[src/rtl/switch_pkg.sv]
// Shared definitions for the switch output-port scheduler.
//   NUM_QUEUES          number of input queues feeding one output port
//   GRANT_Q1            one-hot grant selecting queue 1 (reset / recovery value)
//   state_t             scheduler state encoding
//   DEFAULT_DATA_WIDTH  default byte width of queue and output data
//   DEFAULT_COUNT_WIDTH default width of the payload down-counter
package switch_pkg;

    localparam int NUM_QUEUES          = 4;
    localparam int DEFAULT_DATA_WIDTH  = 8;
    localparam int DEFAULT_COUNT_WIDTH = 8;

    // Grant vectors are indexed [1:NUM_QUEUES], so queue 1 is the MSB.
    localparam logic [1:NUM_QUEUES] GRANT_Q1 = 4'b1000;

    typedef enum logic [1:0] {
        IDLE = 2'd0,
        HDR  = 2'd1,
        BODY = 2'd2
    } state_t;

endpackage

[src/rtl/output_port_scheduler_if.sv]
// Byte-stream bundle between the four input queues, the scheduler and the
// output port.
//   queue_empty  per-queue empty flag (first-word-fall-through queues)
//   queue_data   head word of each queue, queue k in slice k-1
//   queue_rd     one-hot pop strobe towards the queues
//   out_valid / out_ready / out_data / out_sop / out_eop  output byte stream
// master: the scheduler; slave: the queue/port side.
interface output_port_scheduler_if
    import switch_pkg::*;
#(
    parameter int DATA_WIDTH = DEFAULT_DATA_WIDTH
);
    logic [1:NUM_QUEUES]              queue_empty;
    logic [NUM_QUEUES*DATA_WIDTH-1:0] queue_data;
    logic [1:NUM_QUEUES]              queue_rd;
    logic                             out_valid;
    logic                             out_ready;
    logic [DATA_WIDTH-1:0]            out_data;
    logic                             out_sop;
    logic                             out_eop;

    modport master (
        input  queue_empty,
        input  queue_data,
        output queue_rd,
        output out_valid,
        input  out_ready,
        output out_data,
        output out_sop,
        output out_eop
    );

    modport slave (
        output queue_empty,
        output queue_data,
        input  queue_rd,
        input  out_valid,
        output out_ready,
        input  out_data,
        input  out_sop,
        input  out_eop
    );
endinterface

[src/rtl/output_port_scheduler_grant_rotator.sv]
// Round-robin grant rotator (combinational).
//   grant       current one-hot grant, [1] = queue 1
//   advance     rotate one step when high, otherwise pass the grant through
//   grant_next  resulting grant; order 1->2->3->4->1, an invalid
//               (zero or multi-hot) grant rotates to queue 1
module grant_rotator
    import switch_pkg::*;
(
    input  logic [1:NUM_QUEUES] grant,
    input  logic                advance,
    output logic [1:NUM_QUEUES] grant_next
);

    logic [1:NUM_QUEUES] rotated;

    // Each queue takes the grant from its predecessor; queue 1 wraps from the last.
    for (genvar gi = 1; gi <= NUM_QUEUES; gi++) begin : g_rotate
        localparam int SRC = (gi == 1) ? NUM_QUEUES : gi - 1;
        assign rotated[gi] = grant[SRC];
    end

    always_comb begin
        grant_next = grant;
        if (advance) begin
            grant_next = $onehot(grant) ? rotated : GRANT_Q1;
        end
    end

endmodule

[src/rtl/output_port_scheduler.sv]
// Per-output-port packet scheduler. Grants one input queue at a time and
// forwards one whole packet (header byte + payload) from it, then rotates the
// grant round-robin. Header bits [COUNT_WIDTH-1:0] hold the payload length.
//   clk              system clock, rising edge
//   reset            synchronous active-high reset
//   bus              queue side + ready/valid output byte stream (master)
//   read_from_queue  registered one-hot grant, [1] = queue 1
//   down_counter     payload bytes still to send
// COUNT_WIDTH must not exceed DATA_WIDTH.
module output_port_scheduler
    import switch_pkg::*;
#(
    parameter int DATA_WIDTH  = DEFAULT_DATA_WIDTH,
    parameter int COUNT_WIDTH = DEFAULT_COUNT_WIDTH
) (
    input  logic                     clk,
    input  logic                     reset,
    output_port_scheduler_if.master  bus,
    output logic [1:NUM_QUEUES]      read_from_queue,
    output logic [COUNT_WIDTH-1:0]   down_counter
);

    state_t                 state_reg, state_next;
    logic [1:NUM_QUEUES]    grant_reg, grant_next;
    logic [COUNT_WIDTH-1:0] count_reg, count_next;
    logic                   advance;

    logic [DATA_WIDTH-1:0]  masked_data [1:NUM_QUEUES];
    logic [DATA_WIDTH-1:0]  data_mux;
    logic [COUNT_WIDTH-1:0] hdr_len;
    logic                   grant_has_data;
    logic                   valid_c;
    logic                   xfer;

    // One-hot AND-OR mux of the queue head words.
    for (genvar gi = 1; gi <= NUM_QUEUES; gi++) begin : g_data_mux
        assign masked_data[gi] = bus.queue_data[(gi-1)*DATA_WIDTH +: DATA_WIDTH]
                               & {DATA_WIDTH{grant_reg[gi]}};
    end

    always_comb begin
        data_mux = '0;
        for (int i = 1; i <= NUM_QUEUES; i++) begin
            data_mux = data_mux | masked_data[i];
        end
    end

    assign hdr_len = data_mux[COUNT_WIDTH-1:0];

    // A corrupted grant never reports data, so IDLE rotates it back to queue 1
    // and no multi-hot pop can be issued.
    assign grant_has_data = $onehot(grant_reg) && |(grant_reg & ~bus.queue_empty);

    // Valid depends only on state and queue flags (never on out_ready). Reset
    // masks it so a packet abandoned by reset pops nothing on the reset edge.
    assign valid_c = ((state_reg == HDR) || (state_reg == BODY)) && grant_has_data && !reset;
    assign xfer    = valid_c && bus.out_ready;

    grant_rotator u_grant_rotator (
        .grant      (grant_reg),
        .advance    (advance),
        .grant_next (grant_next)
    );

    always_ff @(posedge clk) begin
        if (reset) begin
            state_reg <= IDLE;
            grant_reg <= GRANT_Q1;
            count_reg <= '0;
        end else begin
            state_reg <= state_next;
            grant_reg <= grant_next;
            count_reg <= count_next;
        end
    end

    always_comb begin
        state_next  = state_reg;
        count_next  = count_reg;
        advance     = 1'b0;
        bus.out_sop = 1'b0;
        bus.out_eop = 1'b0;

        case (state_reg)
            IDLE: begin
                // Empty queues are skipped one per cycle.
                if (grant_has_data) begin
                    state_next = HDR;
                end else begin
                    advance = 1'b1;
                end
            end

            HDR: begin
                bus.out_sop = 1'b1;
                bus.out_eop = (hdr_len == '0);
                if (xfer) begin
                    count_next = hdr_len;
                    if (hdr_len == '0) begin
                        advance    = 1'b1;
                        state_next = IDLE;
                    end else begin
                        state_next = BODY;
                    end
                end
            end

            BODY: begin
                bus.out_eop = (count_reg == COUNT_WIDTH'(1));
                if (count_reg == '0) begin
                    // Unreachable in normal operation; leave without wrapping.
                    state_next = IDLE;
                end else if (xfer) begin
                    count_next = count_reg - 1'b1;
                    if (count_reg == COUNT_WIDTH'(1)) begin
                        advance    = 1'b1;
                        state_next = IDLE;
                    end
                end
            end

            default: begin
                state_next = IDLE;
            end
        endcase
    end

    assign bus.out_valid   = valid_c;
    assign bus.out_data    = data_mux;
    assign bus.queue_rd    = grant_reg & {NUM_QUEUES{xfer}};
    assign read_from_queue = grant_reg;
    assign down_counter    = count_reg;

endmodule

[src/flat_wrapper.sv]
// flat-port wrapper written by rule: the top's interface ports become plain ports
module output_port_scheduler_flat import switch_pkg::*;
#(
    parameter int DATA_WIDTH  = DEFAULT_DATA_WIDTH,
    parameter int COUNT_WIDTH = DEFAULT_COUNT_WIDTH
)
  (clk, reset, read_from_queue, down_counter, bus_queue_empty, bus_queue_data, bus_queue_rd, bus_out_valid, bus_out_ready, bus_out_data, bus_out_sop, bus_out_eop);
  output_port_scheduler_if #(.DATA_WIDTH(DATA_WIDTH)) bus_i ();
  input  logic clk;
  input  logic reset;
  output logic [1:NUM_QUEUES] read_from_queue;
  output logic [COUNT_WIDTH-1:0] down_counter;
  input wire logic [$bits(bus_i.queue_empty)-1:0] bus_queue_empty;
  input wire logic [$bits(bus_i.queue_data)-1:0] bus_queue_data;
  output wire logic [$bits(bus_i.queue_rd)-1:0] bus_queue_rd;
  output wire logic [$bits(bus_i.out_valid)-1:0] bus_out_valid;
  input wire logic [$bits(bus_i.out_ready)-1:0] bus_out_ready;
  output wire logic [$bits(bus_i.out_data)-1:0] bus_out_data;
  output wire logic [$bits(bus_i.out_sop)-1:0] bus_out_sop;
  output wire logic [$bits(bus_i.out_eop)-1:0] bus_out_eop;
  assign bus_i.queue_empty = bus_queue_empty;
  assign bus_i.queue_data = bus_queue_data;
  assign bus_queue_rd = bus_i.queue_rd;
  assign bus_out_valid = bus_i.out_valid;
  assign bus_i.out_ready = bus_out_ready;
  assign bus_out_data = bus_i.out_data;
  assign bus_out_sop = bus_i.out_sop;
  assign bus_out_eop = bus_i.out_eop;
  output_port_scheduler #(.DATA_WIDTH(DATA_WIDTH), .COUNT_WIDTH(COUNT_WIDTH)) u_core (.clk(clk), .reset(reset), .bus(bus_i), .read_from_queue(read_from_queue), .down_counter(down_counter));
endmodule
[config.mk]
export PLATFORM = sky130hd
export DESIGN_NAME = output_port_scheduler_flat
export DESIGN_NICKNAME = d
export VERILOG_FILES = /design/src/rtl/switch_pkg.sv /design/src/rtl/output_port_scheduler_if.sv /design/src/rtl/output_port_scheduler_grant_rotator.sv /design/src/rtl/output_port_scheduler.sv /design/src/flat_wrapper.sv
export SDC_FILE = /design/constraint.sdc
export NUM_CORES = 1
export LEC_CHECK = 0
export ABC_AREA = 0
export CAP_MARGIN = 20
export CORE_ASPECT_RATIO = 0.9
export CORE_UTILIZATION = 40
export DETAILED_ROUTE_END_ITERATION = 6
export PLACE_DENSITY = 0.81
export SYNTH_ARGS = -nofsm -noshare
export SYNTH_HDL_FRONTEND = slang
export SYNTH_SLANG_ARGS = --single-unit
[constraint.sdc]
create_clock -name clk -period 3.3 [get_ports clk]
set_input_delay 0.66 -clock clk [delete_from_list [all_inputs] [get_ports clk]]
set_output_delay 0.66 -clock clk [all_outputs]
set_load 0.01 [all_outputs]
* Word-level counts from Yosys, hierarchy flattened
Cells that the tools add are included.
** Cells by class
- Reductions and logical operators :: 13
- Add/subtract/negate cells :: 4
- Equal/unequal tests :: 10
- Bitwise operators :: 10
- Multiplexer cells :: 21
** Operators with widths (count)
- $and 8x8->8 :: 4
- $mux 8 :: 3
- $or 8x8->8 :: 3
- $logic_not 8->1 :: 2
- $pmux 8 s2 :: 1
- $mux 2 :: 6
- $and 4x4->4 :: 2
- $eq 8x1->1 const B :: 1
- $reduce_and 4->1 :: 2
- $sub 8x1->8 const B :: 1
- $mux 1 :: 7
- $ne 2x1->1 const B :: 3
- $pmux 2 s3 :: 1
- $add 1x1->2 :: 2
- $logic_and 1x1->1 :: 4
- $mux 4 :: 1
- $not 4->4 :: 1
- $reduce_or 4->1 :: 1
- $add 3x3->3 :: 1
- $eq 3x1->1 const B :: 1
- $ne 3x2->1 const B :: 1
- $ne 3x3->1 const B :: 1
- $pmux 1 s3 :: 1
- $eq 2x1->1 const B :: 1
- 7 further kinds :: 7
** Word-level totals
- Bits of input ports :: 39
- Word-level logic and storage cells :: 61
- Output and inout port bits :: 27
- Bits in registers :: 14

* Logic depth before layout (Yosys ltp)
Gate-level depths: netlist of the first run.
- Depth in word-level cells :: 10
- Depth in mapped cells :: 9
- Gate-level depth less buffers :: 9

* By module
A second synthesis of the first run with hierarchy kept.
** Second synthesis, totals
- Cell total of the unflattened synthesis :: 167
- Area total of the unflattened synthesis :: 1337.5 um^2
** By module, submodules not included
- output_port_scheduler :: seq. area each 280.3 um^2, area an instance 1202.4 um^2, times used 1, cells an instance 147
- grant_rotator :: seq. area each 0.0 um^2, area an instance 135.1 um^2, times used 1, cells an instance 20

* Least setup slack after synthesis of the first run
No wires, ideal clock.
- Kind :: flip-flop to output port
- Start point :: register u_core.grant_reg (netlist bit u_core.read_from_queue[2])
- End point :: output port bus_queue_rd[0]
- Path slack :: 0.406 ns
- Cell stages (with the launch flop) :: 8
- Path buffers :: 0
- Arrival time :: 2.234 ns
- Required time :: 2.640 ns
- Cells stage by stage :: dfxtp_1 -> ha_1 -> ha_1 -> fa_1 -> nor4b_2 -> and3_1 -> nand2_1 -> nor2_1
** Between the ends
- Longest elaborated chain between the ends :: 8
- Elaborated cells on any way between the ends :: 10
- Classes of those cells :: 2 x add/sub; 1 x eq/ne; 2 x bitwise; 5 x reduce/logical
** RTL lines
- start: declaration :: RTL line output_port_scheduler.sv:24 : logic [1:NUM_QUEUES] grant_reg, grant_next;
- start signal: assignment :: RTL line output_port_scheduler.sv:72 : grant_reg <= grant_next;
- $add 1x1->2 (not written as such) :: RTL line output_port_scheduler.sv:52 : assign grant_has_data = $onehot(grant_reg) && |(grant_reg & ~bus.queue_empty);
- $add 3x3->3 (not written as such) :: RTL line output_port_scheduler.sv:52
- $eq 3x1->1 :: RTL line output_port_scheduler.sv:52
- $logic_and 1x1->1 * :: RTL line output_port_scheduler.sv:52
- $logic_and 1x1->1 * (2 in a row) :: RTL line output_port_scheduler.sv:56 : assign valid_c = ((state_reg == HDR) || (state_reg == BODY)) && grant_has_data && !reset;
- $logic_and 1x1->1 * :: RTL line output_port_scheduler.sv:57 : assign xfer = valid_c && bus.out_ready;
- $and 4x4->4 * :: RTL line output_port_scheduler.sv:130 : assign bus.queue_rd = grant_reg & {NUM_QUEUES{xfer}};
- end: declaration :: RTL line flat_wrapper.sv:15 : output wire logic [$bits(bus_i.queue_rd)-1:0] bus_queue_rd;
Mark *: on every way between the ends. The rest lies on a longest branch, timed or not.

* Worst setup path in the final report of the first run
- Start point :: register u_core.grant_reg (netlist bit u_core.read_from_queue[2])
- End point :: output port bus_queue_rd[3]
Same word-level chain as after synthesis.

==> results.txt, run 1 <==
* Leakage power: 0.879 nW
- In the final layout, the share of cells above drive strength 1 is 0.215.
- The number of antenna violations at the first check in global routing came to 0.
- Number of inserted filler cells in the final layout: 271
* Buffer type at the clock tree root: sky130_fd_sc_hd__clkbuf_4
- Global-route total usage across every layer: 0.271
- In this run the number of H-tree levels came out at 1.
* Register area share after synthesis: 0.219
- Placement Setup Slack: -0.295 ns
* Relative area change from synthesis to final layout: 67.7%
- Final Max Tran Viols: 0
- First-pass GRT wire length: 7.11 mm
- Based on the critical path, the design can be clocked at up to 311 MHz.
- Remaining antenna violation count after routing: 0
- Die Y: 55.7 um
* Yosys cell types: 44
* TritonCTS clock tree: yes
- Most common library cell in the layout ignoring fill and taps: sky130_fd_sc_hd__clkdlybuf4s50_1
* Total Wirelength: 4.46 mm
* Met1 wire length: 1.89 mm
* Leading cell types in the layout, fill and taps excluded: sky130_fd_sc_hd__clkdlybuf4s50_1 (59), sky130_fd_sc_hd__buf_4 (25), sky130_fd_sc_hd__a21oi_1 (16)
* Total number of yosys warnings: 0
- The worst path meets setup with 0.0805 ns of slack.
- In this run the power spent charging and discharging nets is 0.485 mW.
* Initial DRC Count: 67
- Largest net degree at the start of global routing: 26
* Final #Nets: 296
- Final worst-path cycle share: 0.976
- STA classifies the critical path startpoint as a flop.
* CTS clk-pin slew, worst paths: 0.10 ns
- For this configuration, the core starts out at a cell density of 0.421.
- The worst setup path is captured at a primary output.
- Clock latency on the worst-skew pair, taken at its later pin, is 0.29 ns.
* Antenna diode instance count: 0
- Share of total power in combinational logic: 0.710
* Max rail drop VDD: 0.000274 V
- The first detailed-routing pass took 4 iterations.
* Uppermost layer routed: met4
- Of the total power, the share spent switching nets is 0.411.
- Number of sinks handled by clock tree synthesis: 14
* Vias in the first global route: 1,642
* Ys async rst share: 0
- Critical path arrival: 2.56 ns
* Syn avg cell area: 7.96 um^2
* Sequential cell area: 280 um^2
* Average wire per cell in the routed design: 15.5 um
* Hold violation count in the final report: 0
* Area taken by multi-input logic gates: 926 um^2
* Clock network fraction of design power: 0.108
- The routed design uses 2.36 mm of met2 wire.
- Total Neg Setup Slack: 0 ns
- The most used flip-flop cell after synthesis is sky130_fd_sc_hd__dfxtp_1.
- Setup-failing EPs final: 0
- The run finished with clean final reports.
- For this run, design rule violations remaining after detail routing come to 0.
* Number of buffers added by the clock tree synthesis step: 3
* Worst setup path category: flop to primary output
- For this design the top-level I/O count stands at 66.
- The smallest clock period supported by the final layout is computed as 3.22 ns.
- In this run, post-CTS hold repair placed 0 buffers.
- Min-delay worst type: flop to flop
- Detailed placement finished with a half-perimeter wire length of 3.36 mm.
- The die covers 3430 um^2.
- For the final database, setup skew stands at 0.0130 ns.
- Mapped cell area: 1280 um^2
* Max reg flops: 8
- For this run, the share of the core covered by cells in the final layout is 0.706.
* Worst reg2reg setup slack: 0.26 ns
- Normalized max-slew margin: 0.664
- At the pin with the least slew margin, the transition time is 0.500 ns.
- Cell-internal power: 0.697 mW
- In this run the horizontal extent of the chip is 61.7 um.
* Critical path data required time: 2.64 ns
- Last weighted congestion value of the routability-driven placer: 0.818
* Congestion Overflow GR: 0
- Dividing the detail-routed via count by the number of cells gives 5.51.
* Floorplan core area: 3040 um^2
- Port Buffers: 65
- In this run, synthesis produced a sequential element count of 14.
- Row Count: 19
- Number of flops mapped to enable cells by yosys: 0
- No sink is reached through more buffers than the 2 on the longest clock path.
- Number of vias after detailed routing: 1,587
- Power spread over the standard cell area amounts to 550 nW/um^2.
- Post-synthesis instance total: 161
* Met3 routed WL: 170 um
* Max-cap check violation count: 0
* Critical path fanouts, max: 4
- Of the total power, registers draw 0.182.
- Nets in the synthesized netlist: 210
[path summary, 6_finish.rpt]
kind | start | to | cells past startpoint
worst max-delay path | u_core.read_from_queue[2]$_SDFFE_PP0P_ | bus_queue_rd[3] | 9
worst min-delay path | u_core.down_counter[7]$_SDFFE_PP0P_ | u_core.down_counter[7]$_SDFFE_PP0P_ | 2
worst max register to register | u_core.read_from_queue[2]$_SDFFE_PP0P_ | u_core.read_from_queue[2]$_SDFFE_PP0P_ | 11
worst min register to register | u_core.down_counter[7]$_SDFFE_PP0P_ | u_core.down_counter[7]$_SDFFE_PP0P_ | 2
[critical path, cell delays in order (launching register included)]
cell	delay, ns
sky130_fd_sc_hd__dfxtp_1	0.33
sky130_fd_sc_hd__ha_1	0.31
sky130_fd_sc_hd__ha_2	0.19
sky130_fd_sc_hd__fa_2	0.46
sky130_fd_sc_hd__nor4b_4	0.31
sky130_fd_sc_hd__and3_4	0.22
sky130_fd_sc_hd__buf_4	0.11
sky130_fd_sc_hd__nand2_2	0.08
sky130_fd_sc_hd__nor2_1	0.12
sky130_fd_sc_hd__buf_2	0.14
[cell families after synthesis]
kind of cell | count (synthesis) | share of synthesized area
compound gates | 62 | 0.347
flops | 14 | 0.219
simple gates | 52 | 0.230
mux | 2 | 0.0156
fa+ha+maj | 10 | 0.104
buf+inv | 21 | 0.0850
[Yosys cell counts (all sizes together) (3+ instances only)]
| cell | instances | area, um^2 |
|---|---|---|
| dfxtp | 14 | 280 |
| inv | 12 | 45.0 |
| ha | 9 | 113 |
| nand2 | 13 | 48.8 |
| and3 | 3 | 18.8 |
| o32ai | 4 | 35.0 |
| or4 | 3 | 30.0 |
| o2111ai | 3 | 32.5 |
| nor2 | 12 | 52.6 |
| nand3 | 3 | 15.0 |
| a22oi | 17 | 138 |
| a22o | 4 | 36.3 |
| a21oi | 16 | 80.1 |
| nand2b | 7 | 43.8 |
| buf | 4 | 45.0 |
| o21ai | 9 | 45.0 |
| clkbuf | 5 | 18.8 |
[per-layer routing]
| metal | vias up | track usage |
|---|---|---|
| met4 | 0 | 0.0889 |
| met2 | 50 | 0.458 |
| li1 | 776 | - |
| met1 | 755 | 0.331 |
| met3 | 6 | 0.0581 |
| met5 | - | 0 |
[power by group through the flow]
stage	Clock (mW)	Sequential, mW	Combinational [mW]
5_1_grt	0.137	0.218	0.916
4_1_cts	0.129	0.216	0.799
3_3_place_gp	0	0.216	0.748
3_5_place_dp	0	0.219	0.768
2_1_floorplan	0	0.227	0.436
6_report	0.128	0.215	0.839
[area by class of cell]
| type | instances | share of cell area |
|---|---|---|
| Clock buffer | 4 | 0.0169 |
| Inverter | 12 | 0.0210 |
| Multi-Input combinational cell | 126 | 0.431 |
| Sequential cell | 14 | 0.130 |
| Tap cell | 42 | 0.0245 |
| Timing Repair Buffer | 90 | 0.376 |
[what timing repair did]
item | in CTS | in global routing
pin swaps | 5 | 5
resized for setup | 17 | 12
endpoints found under the setup margin | 6 | 6
gates cloned | 0 | 0
setup buffers | 3 | 2
[metrics by stage]
stage	total power, mW	hold WS, ns	instances	area (um^2)
floorplan	0.663	0.485	161	1280
global placement	0.964	0.494	279	2070
detailed placement	0.987	0.504	279	2070
CTS	1.14	0.515	286	2140
global route	1.27	0.536	288	2150
finish	1.18	0.517	288	2150
Power figures use the tool's default switching activity.
==> run 2, diff against run 1 <==
--- a/config.mk
+++ b/config.mk
@@ -7,10 +7,13 @@
 export LEC_CHECK = 0
 export ABC_AREA = 0
 export CAP_MARGIN = 20
+export CELL_PAD_IN_SITES_DETAIL_PLACEMENT = 1
+export CELL_PAD_IN_SITES_GLOBAL_PLACEMENT = 1
 export CORE_ASPECT_RATIO = 0.9
-export CORE_UTILIZATION = 40
+export CORE_UTILIZATION = 27
 export DETAILED_ROUTE_END_ITERATION = 6
-export PLACE_DENSITY = 0.81
+export PLACE_DENSITY_LB_ADDON = 0.1
+export REMOVE_ABC_BUFFERS = 1
 export SYNTH_ARGS = -nofsm -noshare
 export SYNTH_HDL_FRONTEND = slang
 export SYNTH_SLANG_ARGS = --single-unit
==> run 2 against run 1 <==
  * Maximum frequency decreased by 1.7%
  * Sequential power increased by 4%
  * Worst hold slack improved by 0.017 ns
  * First-iteration DRC count decreased by 70%
  * Routed wire length increased by 12%
==> results.txt, run 2 (same netlist as run 1, synthesis figures left out) <==
- The global-route wire length before repair is 7.87 mm (+11%).
- The routability-driven placement congestion ratio was 0.801 (-2.1%).
- Relative area change from synthesis to final layout: 75.9%
- The startpoint identified for the worst register-to-register timing path is u_core.read_from_queue[4]$_SDFFE_PP0P_.
- The final core utilization is 0.499 (-0.207).
* Initial antenna violation count: 0 (unchanged)
* Final worst-path cycle share: 0.992 (+0.0167)
* Hold Path Sink: u_core.down_counter[7]$_SDFFE_PP0P_
- The area of all sequential standard cells came to 283 um^2 (+0.89%).
- Critical path arrival: 2.61 ns (+0.05 ns)
- Achievable clock frequency: 305 MHz (-1.7%)
- The area of the multi-input gates is 958 um^2 (+3.5%).
* Port Buffers: 65 (unchanged)
- In this run the most critical hold path is launched from u_core.down_counter[7]$_SDFFE_PP0P_.
- STA classifies the critical path endpoint as a primary output.
* Worst clock skew: 0.00173 ns (-0.0112 ns)
* Endpoint of the worst-slack reg-to-reg timing path: u_core.read_from_queue[4]$_SDFFE_PP0P_
* Largest net degree at the start of global routing: 26 (unchanged)
- Leading cell types in the layout, fill and taps excluded: sky130_fd_sc_hd__clkdlybuf4s50_1 (59), sky130_fd_sc_hd__buf_4 (26), sky130_fd_sc_hd__a21oi_1 (16)
- The required arrival time at the worst endpoint was 2.64 ns (about the same).
* Startpoint types: primary input
- The post-detailed-route via-to-cell ratio came to 5.19 (-5.8%).
- Critical path fanouts, max: 2 (-2)
- The initial core utilization came to 0.284 (-0.137).
* Hold violation count in the final report: 0 (unchanged)
- Leaving out fill and tap cells, the most frequent cell in the layout is sky130_fd_sc_hd__clkdlybuf4s50_1.
- Remaining antenna violation count after routing: 0 (unchanged)
- The area enclosed by the die boundary came to 5020 um^2 (+46%).
* Initial DRC Count: 20 (-70%)
- The routed length per placed instance is 16.1 um (+4.2%).
* Placed insts: 303 (+8.6%)
* Clock insertion delay at the later pin of the skew report: 0.26 ns (-0.03 ns)
- Buffer type at the clock tree root: sky130_fd_sc_hd__clkbuf_8
- The share of cells above drive strength 1 is 0.230 (+0.0144).
- Normalized max-slew margin: 0.657 (-0.00675)
- Minimum setup slack in the final design: 0.0255 ns (-0.0550 ns)
* Min-delay worst type: flop to flop
* Setup-failing EPs final: 0 (unchanged)
- Total power draw: 1.26 mW (+6.9%)
* Number of inserted filler cells in the final layout: 573 (+110%)
- The number of clock sinks was 14 (unchanged).
* Global-route total usage across every layer: 0.204 (-0.0669)
* Floorplan core area: 4520 um^2 (+48%)
- Max reg flops: 8 (unchanged)
* Non-filler instance count after layout: 310 (+7.6%)
* Row Count: 23 (+4)
- Congestion Overflow GR: 0 (unchanged)
- Cell Chain, Critical Path: clkdlybuf4s50_1 -> a22oi_2 -> nand2_1 -> or4_4 -> nor2_4 -> a21oi_1 -> nor2b_1 -> dlygate4sd2_1
* Max-cap check violation count: 0 (unchanged)
* FF-to-FF path depth: 11 (unchanged)
* Detailed Place HPWL: 3.94 mm (+17%)
- The leakage power total is 0.913 nW (+3.8%).
- Fin crit period: 3.27 ns (+0.0550 ns)
* Transition at the pin with the smallest max-transition slack: 0.512 ns (+0.0125 ns)
- Post-CTS Hold Fix Bufs: 0 (unchanged)
- Vias in the first global route: 1,637 (-0.30%)
- The final routed DRC violation total came to 0 (unchanged).
- TritonCTS built the clock tree.
- The cell depth of the worst min-delay path is 2 (unchanged).
- The worst setup path is of the primary input to primary output kind.
- The worst-case setup slack after placement came to -0.199 ns (+0.0959 ns).
- Max rail drop VDD: 0.000204 V (-25%)
* Die Y: 67.4 um (+21%)
* Chip Width: 74.6 um (+21%)
* Power density normalized to cell area: 561 nW/um^2 (+1.9%)
- Biggest cell delay along the critical path: 0.57 ns (+0.11 ns)
* DR pass1 iterations: 4 (unchanged)
* Total Neg Setup Slack: 0 ns (unchanged)
* Final #Nets: 298 (+0.68%)
- Top-Level Pins: 66 (unchanged)
* Max clock buf depth: 2 (unchanged)
- Antenna diode instance count: 0 (unchanged)
- Number of buffers added by the clock tree synthesis step: 3 (unchanged)
* Outcome: finished, final reports clean
- Number of vias after detailed routing: 1,609 (+1.4%)
- Total Wirelength: 5.00 mm (+12%)
* Worst reg2reg setup slack: 0.20 ns (-0.06 ns)
* Final Max Tran Viols: 0 (unchanged)
* Crit-path slowest cell: sky130_fd_sc_hd__or4_4
- CTS clk-pin slew, worst paths: 0.06 ns (-0.04 ns)
* H-tree Lvls: 1 (unchanged)
## run 2: changes by cell type in the layout (fill, tap and decap cells not counted), moves of 2 or more
cell / previous run / this run
sky130_fd_sc_hd__ha_4: 0 / 2
sky130_fd_sc_hd__clkbuf_4: 3 / 0
sky130_fd_sc_hd__dlygate4sd2_1: 0 / 2
sky130_fd_sc_hd__dfxtp_1: 14 / 12
sky130_fd_sc_hd__dfxtp_2: 0 / 2
sky130_fd_sc_hd__ha_1: 8 / 6
sky130_fd_sc_hd__clkbuf_8: 1 / 4
sky130_fd_sc_hd__clkbuf_2: 3 / 1
sky130_fd_sc_hd__nor2_1: 10 / 8
## run 2: worst max path at each step
stage,startpoint,to,depth (start not counted)
floorplan,u_core.read_from_queue[2]$_SDFFE_PP0P_,bus_queue_rd[0],7
global placement,bus_queue_data[29],bus_out_eop,8
detailed placement,bus_queue_data[29],bus_out_eop,8
CTS,u_core.read_from_queue[4]$_SDFFE_PP0P_,bus_queue_rd[0],9
global route,bus_queue_data[29],bus_out_eop,8
finish,bus_queue_data[29],bus_out_eop,8
## run 2: critical path: cells and delay by family
family | cells | cell delay, ns
AOI/OAI and AO/OA | 2 | 0.30
and+or+nand+nor | 4 | 0.95
buffers and inverters | 2 | 0.70
## run 2: layout make-up
class	count	area share
Clock buffer	4	0.0244
Inverter	12	0.0200
Sequential cell	14	0.125
Timing Repair Buffer	92	0.370
Multi-Input combinational cell	126	0.425
Tap cell	62	0.0344
## run 2: stage by stage
stage,area (um^2),hold slack (ns)
finish,2250,0.533
global route,2250,0.550
CTS,2180,0.537
detailed placement,2130,0.523
global placement,2130,0.496
floorplan,1220,0.484
## run 2: repair_timing
action	CTS	global route
pin swaps	2	6
setup buffers	1	2
endpoints found under the setup margin	6	4
resized for setup	15	17
## run 2: metal layers
layer | track usage | up-vias | routed length [um]
met2 | 0.351 | 52 | 2420
met5 | 0 | - | 0
met3 | 0.0358 | 5 | 265
met4 | 0.0495 | 0 | 64
met1 | 0.262 | 771 | 2250
li1 | - | 781 | -
## run 2: where the power goes
group	total, mW	internal [mW]	switching [mW]
Combinational	0.859	0.436	0.423
Clock	0.182	0.106	0.0753
Sequential	0.223	0.196	0.0273
